`config.mk`:
```
export PLATFORM = sky130hd
export DESIGN_NAME = whack_a_mole_multi_fsm
export DESIGN_NICKNAME = d
export VERILOG_FILES = /design/src/rtl/whack_a_mole_pkg.sv /design/src/rtl/ms_tick_gen.sv /design/src/rtl/whack_a_mole_multi_fsm.sv
export SDC_FILE = /design/constraint.sdc
export NUM_CORES = 1
export LEC_CHECK = 0
export ABC_CLOCK_PERIOD_IN_PS = 4000
export BUFFER_PORTS_ARGS = -buffer_cell sky130_fd_sc_hd__buf_2
export CORE_ASPECT_RATIO = 2
export CORE_MARGIN = 2
export CORE_UTILIZATION = 45
export DETAILED_ROUTE_END_ITERATION = 8
export PLACE_DENSITY = 0.73
export REMOVE_ABC_BUFFERS = 1
export SETUP_SLACK_MARGIN = 0.02
export SLEW_MARGIN = 20
export SYNTH_ARGS = -nofsm -noshare
export SYNTH_HDL_FRONTEND = slang
export SYNTH_SLANG_ARGS = --single-unit
```
`constraint.sdc`:
```
create_clock -name clk -period 4 [get_ports clk]
set_input_delay 0.8 -clock clk [delete_from_list [all_inputs] [get_ports clk]]
set_output_delay 0.8 -clock clk [all_outputs]
set_load 0.05 [all_outputs]
```
`src/rtl/whack_a_mole_pkg.sv`:
```
// rtl/whack_a_mole_pkg.sv - shared types, LFSR step and widths for the whack-a-mole controller
package whack_a_mole_pkg;

  typedef enum logic [1:0] {IDLE, MOLE_DOWN, MOLE_UP, GAMEOVER} state_t;

  localparam int LFSR_W = 16;
  // Galois form of x^16 + x^14 + x^13 + x^11 + 1
  localparam logic [LFSR_W-1:0] LFSR_TAPS = 16'hB400;
  localparam int LEVEL_W = 4;
  localparam logic [LEVEL_W-1:0] LEVEL_MAX = 4'd15;

  function automatic logic [LFSR_W-1:0] lfsr_next(input logic [LFSR_W-1:0] cur);
    return (cur >> 1) ^ (cur[0] ? LFSR_TAPS : '0);
  endfunction

endpackage

```
`src/rtl/ms_tick_gen.sv`:
```
// rtl/ms_tick_gen.sv - millisecond tick divider, held at zero while disabled
module ms_tick_gen #(
  parameter int CLKS_PER_MS = 50000
) (
  input  logic clk,
  input  logic reset_button_pressed,
  input  logic enable,
  output logic ms_tick
);

  localparam int CNT_W = (CLKS_PER_MS > 1) ? $clog2(CLKS_PER_MS) : 1;

  logic [CNT_W-1:0] cnt;

  assign ms_tick = enable && (cnt == CNT_W'(CLKS_PER_MS - 1));

  always_ff @(posedge clk or posedge reset_button_pressed) begin
    if (reset_button_pressed) begin
      cnt <= '0;
    end else if (!enable || ms_tick) begin
      cnt <= '0;
    end else begin
      cnt <= cnt + CNT_W'(1);
    end
  end

endmodule

```
`src/rtl/whack_a_mole_multi_fsm.sv`:
```
// rtl/whack_a_mole_multi_fsm.sv - multi-mole game FSM with LFSR mole choice, scoring and levels
module whack_a_mole_multi_fsm
  import whack_a_mole_pkg::*;
#(
  parameter int NUM_MOLES    = 4,
  parameter int MOLE_UP_MS   = 1000,
  parameter int MOLE_DOWN_MS = 500,
  parameter int MIN_UP_MS    = 300,
  parameter int STEP_MS      = 100,
  parameter int LEVEL_HITS   = 5,
  parameter int MAX_TIMER_MS = 20000,
  parameter int CLKS_PER_MS  = 50000,
  parameter int SCORE_W      = 8,
  parameter logic [15:0] LFSR_SEED = 16'hACE1
) (
  input  logic                                  clk,
  input  logic                                  reset_button_pressed,
  input  logic                                  start_button_pressed,
  input  logic [NUM_MOLES-1:0]                  whack_buttons,
  input  logic [$clog2(MAX_TIMER_MS+1)-1:0]     timer_milliseconds,
  output logic [NUM_MOLES-1:0]                  mole_onehot,
  output logic                                  game_in_progress,
  output logic                                  game_over,
  output logic                                  hit_pulse,
  output logic [SCORE_W-1:0]                    score,
  output logic [SCORE_W-1:0]                    misses,
  output logic [LEVEL_W-1:0]                    level
);

  localparam int IDX_W  = $clog2(NUM_MOLES);
  localparam int UP_W   = $clog2(MOLE_UP_MS + 1);
  localparam int PH_MAX = (MOLE_UP_MS > MOLE_DOWN_MS) ? MOLE_UP_MS : MOLE_DOWN_MS;
  localparam int PH_W   = $clog2(PH_MAX + 1);
  localparam int LH_W   = $clog2(LEVEL_HITS + 1);
  localparam logic [PH_W-1:0]  DOWN_LOAD = PH_W'(MOLE_DOWN_MS - 1);
  localparam logic [IDX_W:0]   SEL_N     = (IDX_W+1)'(NUM_MOLES);

  state_t                 state;
  logic [IDX_W-1:0]       idx;
  logic [IDX_W-1:0]       next_idx;
  logic [IDX_W:0]         sel;
  logic [UP_W-1:0]        up_ms;
  logic [UP_W-1:0]        up_dec;
  logic [PH_W-1:0]        phase;
  logic [LH_W-1:0]        lvl_hits;
  logic [LFSR_W-1:0]      lfsr;
  logic                   start_prev;
  logic                   start_edge;
  logic [NUM_MOLES-1:0]   whack_prev;
  logic [NUM_MOLES-1:0]   whack_edge;
  logic [NUM_MOLES-1:0]   idx_mask;
  logic                   tick_en;
  logic                   ms_tick;
  logic                   expire;
  logic                   timer_zero;
  logic                   hit;
  logic                   wrong;

  ms_tick_gen #(.CLKS_PER_MS(CLKS_PER_MS)) u_ms_tick (
    .clk                  (clk),
    .reset_button_pressed (reset_button_pressed),
    .enable               (tick_en),
    .ms_tick              (ms_tick)
  );

  assign tick_en          = (state == MOLE_DOWN) || (state == MOLE_UP);
  assign expire           = ms_tick && (phase == '0);
  assign timer_zero       = (timer_milliseconds == '0);
  assign idx_mask         = NUM_MOLES'(1) << idx;
  assign hit              = |(whack_edge & idx_mask);
  assign wrong            = |(whack_edge & ~idx_mask);
  assign mole_onehot      = (state == MOLE_UP) ? idx_mask : '0;
  assign game_in_progress = tick_en;
  assign game_over        = (state == GAMEOVER);

  // Never repeat the previous mole: fold out-of-range values, then step past a repeat.
  always_comb begin
    sel = {1'b0, lfsr[IDX_W-1:0]};
    if (sel >= SEL_N) sel = sel - SEL_N;
    if (sel[IDX_W-1:0] == idx) sel = (sel == SEL_N - (IDX_W+1)'(1)) ? '0 : sel + (IDX_W+1)'(1);
    next_idx = sel[IDX_W-1:0];
  end

  always_comb begin
    if (int'(up_ms) >= MIN_UP_MS + STEP_MS) up_dec = up_ms - UP_W'(STEP_MS);
    else                                   up_dec = UP_W'(MIN_UP_MS);
  end

  always_ff @(posedge clk or posedge reset_button_pressed) begin
    if (reset_button_pressed) begin
      start_prev <= 1'b0;
      start_edge <= 1'b0;
      whack_prev <= '0;
      whack_edge <= '0;
      lfsr       <= LFSR_SEED;
    end else begin
      start_prev <= start_button_pressed;
      start_edge <= start_button_pressed & ~start_prev;
      whack_prev <= whack_buttons;
      whack_edge <= whack_buttons & ~whack_prev;
      lfsr       <= lfsr_next(lfsr);
    end
  end

  always_ff @(posedge clk or posedge reset_button_pressed) begin
    if (reset_button_pressed) begin
      state     <= IDLE;
      idx       <= '0;
      score     <= '0;
      misses    <= '0;
      level     <= '0;
      hit_pulse <= 1'b0;
      up_ms     <= UP_W'(MOLE_UP_MS);
      lvl_hits  <= '0;
      phase     <= '0;
    end else begin
      hit_pulse <= 1'b0;
      case (state)
        IDLE, GAMEOVER: begin
          if (start_edge) begin
            state    <= MOLE_DOWN;
            score    <= '0;
            misses   <= '0;
            level    <= '0;
            up_ms    <= UP_W'(MOLE_UP_MS);
            lvl_hits <= '0;
            phase    <= DOWN_LOAD;
          end
        end
        MOLE_DOWN: begin
          if (timer_zero) begin
            state <= GAMEOVER;
          end else if (expire) begin
            idx   <= next_idx;
            state <= MOLE_UP;
            phase <= PH_W'(up_ms - UP_W'(1));
          end else if (ms_tick) begin
            phase <= phase - PH_W'(1);
          end
        end
        MOLE_UP: begin
          if (timer_zero) begin
            state <= GAMEOVER;
          end else if (hit) begin
            if (score != '1) score <= score + SCORE_W'(1);
            hit_pulse <= 1'b1;
            state     <= MOLE_DOWN;
            phase     <= DOWN_LOAD;
            if (lvl_hits == LH_W'(LEVEL_HITS - 1)) begin
              lvl_hits <= '0;
              up_ms    <= up_dec;
              if (level != LEVEL_MAX) level <= level + 4'd1;
            end else begin
              lvl_hits <= lvl_hits + LH_W'(1);
            end
          end else if (wrong) begin
            // The mole stays up; a window that expires now fires on the next tick.
            if (misses != '1) misses <= misses + SCORE_W'(1);
            if (ms_tick && phase != '0) phase <= phase - PH_W'(1);
          end else if (expire) begin
            if (misses != '1) misses <= misses + SCORE_W'(1);
            state <= MOLE_DOWN;
            phase <= DOWN_LOAD;
          end else if (ms_tick) begin
            phase <= phase - PH_W'(1);
          end
        end
        default: state <= IDLE;
      endcase
    end
  end

endmodule

```
==> key figures <==
Run status
  – Status: finished clean

Placed design
  – Port buffer count: 48
  – Dpl hpwl: 9.48 mm
  – Routability cong.: 1.04
  – Placed cells: roughly 710

Power and ir drop
  – Pwr dens: 626 nW/um2
  – VDD IR max: 0.000327 V
  – Clock power share: a little over a quarter
  – Leak: 2.43 nW
  – Int Power: 0.00205 W
  – Switching share of power: 42.3%
  – Psw: 0.00150 W
  – Combinational fraction of design power: between 30% and 40%
  – Part of the power in registers: 33.9%

Layout
  – Sequential cell area: between 2000 and 2500 um2
  – ANT cells: 0
  – Share of layout cells above drive strength 1: approximately 19%
  – Fin cells: 722
  – Final #Nets: 612
  – Multi-input gate area: between 2000 and 3000 um2
  – # fillers: 1008
  – Area growth syn-to-layout: 14.3%

STA
  – Final slew viol count: 0
  – Slew @ Worst Pin: 0.727 ns
  – Fin. Hold Viols: 0
  – Slew headroom: 51.2%
  – Final setup skew: 0.00917 ns
  – Period minus WS final: 2.87 ns
  – Fmax: between 300 and 400 MHz
  – Final setup fails: 0
  – Setup TNS: 0 ns
  – RSZ-0062 raised after global routing: false
  – Tcrit/Tclk final: approximately 72%

Synthesis
  – Synth top area share: between 30% and 40%
  – Gate Count Post-Synth: ~530
  – Cell Area, Synth: 4970 um2
  – Main combinational cell family by area after synthesis: simple AND/OR/NAND/NOR gates
  – Post-synth EDFFs: 0
  – Synth Area in XOR/XNOR: under 10%
  – Async SR Flop Fraction: 100%
  – List of most frequent post-synthesis cells: dfrtp_1 (74), nand2_1 (53), nor2_1 (52)
  – Yosys top cell by area: dfrtp_1
  – Simple-gate share of the synthesized area: 22.4%
  – Flop and latch count out of synthesis: 88
  – Post-synthesis mux area share: 1.81%
  – Register area share after synthesis: between 40 and 50%
  – Syn Area/Cell: between 9 and 10 um2
  – Largest cells by area after synthesis: dfrtp_1 (37%), dfstp_2 (7.4%), nand2_1 (4.0%)
  – Most frequent cell after synthesis: dfrtp_1
  – Compound-Gate Fraction of Synth Area: 19.1%
  – Post-Synth Adder-Cell Area: under 10%
  – Netlist cell types: 71
  – Synth Flop Type: dfrtp_1
  – Syn. warnings: 0

Worst setup path
  – WS Path Type: reg -> reg
  – FF-to-FF End: misses[2]
  – R2R depth: 7
  – Critical path endpoint category: flop
  – Max Fanout on Critical Path: 12
  – CP Data Required Time: 4.20 ns
  – Worst Path Arrival: 3.07 ns
  – R2R setup slack: approximately 1.1 ns
  – Worst R2R Start: state[0]
  – CP startpoint: state[0]
  – CP startpoint kind: flop

GRT
  – First-pass GRT wire length: 21.5 mm
  – Largest net degree at the start of global routing: between 60 and 70
  – Initial antenna violation count: 0
  – Gr ovfl total: 0
  – GR Util All Layers: 22.9%
  – Vias in the first global route: between 4000 and 5000

Routing
  – Drt wl/cell: between 15 and 20 um
  – Via/cell ratio: 5.95
  – Post-route ant nets: 0
  – Starting DRT DRC Count: 361
  – 1st-pass router iterations: 7
  – Routed Wire Length: 13.0 mm
  – Vias: around 4300
  – DRC viols: 0

CTS
  – Root buf cell: clkbuf_16
  – TritonCTS clock tree: yes
  – Max clock buf depth: 2
  – Clock sinks: just under 90
  – Post-CTS Resized: 0
  – Reg clk slew, reported paths: 0.06 ns
  – Post-CTS Setup Bufs: 0
  – Cts bufs inserted: 9
  – Hold buffers post-CTS: 0
  – # H-tree levels: 3
  – Worst-Skew Late Latency: around 0.35 ns

Die
  – Site row count: 54
  – IO Count: 49
  – Die area: 11900 um2
  – Chip width: 78.3 um
  – Core box area: 10800 um2
  – Starting Density: a little under half
  – Die Ht: between 150 and 200 um

Worst hold path
  – Hold path start: lfsr[8]
  – Hold EP: lfsr[7]
  – Hold depth: 0
  – Worst Hold Class: reg -> reg

Flow run
  – Max-cap viol count: 0
==> how the worst max path moves through the flow <==
stage               slack, ns  depth (start not counted)        end
floorplan                0.94                          1  hit_pulse
global placement         1.21                          6  misses[3]
detailed placement       1.13                          6  misses[2]
CTS                      1.16                          7  misses[2]
global route             0.94                         10   phase[7]
finish                   1.13                          7  misses[2]
==> logic make-up after synthesis <==
family | after synthesis
and+or+nand+nor | 217
AOI/OAI and AO/OA | 135
DFF | 88
buffers and inverters | 45
xor gates and xnor gates | 28
adders and majority gates | 13
muxes | 7
==> area by class of cell <==
cell class                 instances  share of cell area [%]
clock buffer                      12                    4.52
clock inverter                     4                    1.34
tap                              140                    3.08
timing repair buffer              57                    5.42
multi-input combinational        400                    45.1
sequential                        88                    39.1
inverter                          21                    1.43
==> flip-flops by register name (all words and copies together), names as in the netlist <==
register	cells
lfsr	16
u_ms_tick.cnt	16
phase	10
misses	8
score	8
up_ms	8
level	4
whack_edge	4
whack_prev	4
lvl_hits	3
idx	2
state	2
hit_pulse	1
start_edge	1
start_prev	1
==> routing by layer <==
metal	vias to the layer above	share of wire (%)	GRT usage, %
li1	2017	-	-
met1	2113	36	23.5
met2	127	55	42.3
met3	42	3.6	3.20
met4	0	5.2	14.4
met5	-	0	0
==> power by group through the flow <==
stage | Sequential [W] | Combinational [W] | Clock, W
after floorplan | 0.00124 | 0.000923 | 0
after global routing | 0.00122 | 0.00154 | 0.000993
after CTS | 0.00120 | 0.00140 | 0.000949
after global placement | 0.00121 | 0.00136 | 0
final | 0.00120 | 0.00141 | 0.000936
after detailed placement | 0.00121 | 0.00139 | 0
==> stage by stage <==
stage | setup WS [ns] | utilization [%] | hold WS [ns] | cell area, um2 | power, W
after floorplan | 0.945 | - | 0.331 | 4860 | 0.00217
after CTS | 1.16 | 52.5 | 0.350 | 5680 | 0.00355
after global placement | 1.21 | 49.4 | 0.336 | 5350 | 0.00257
after global routing | 0.941 | 52.5 | 0.357 | 5680 | 0.00376
after detailed placement | 1.13 | 49.4 | 0.336 | 5350 | 0.00260
final | 1.13 | 52.5 | 0.344 | 5680 | 0.00356
==> critical path: stages (launching register included) <==
cell and delay (ns):
dfrtp_1 0.40, inv_1 0.06, ha_1 0.53, inv_1 0.25, nor2_1 0.47, a211o_1 0.35, or2_0 0.49, o211ai_1 0.17
==> cell usage in the layout, fill, tap and decap left out, drive strengths merged, types with 11 or more instances in the layout <==
cell	n
dfrtp	74
buf	57
nand2	53
nor2	52
o21ai	33
a21oi	28
nand3	25
inv	21
xor2	20
dfstp	14
ha	13
o211ai	12
clkbuf	12
nor3	11
(Power assumes the default switching activity.)
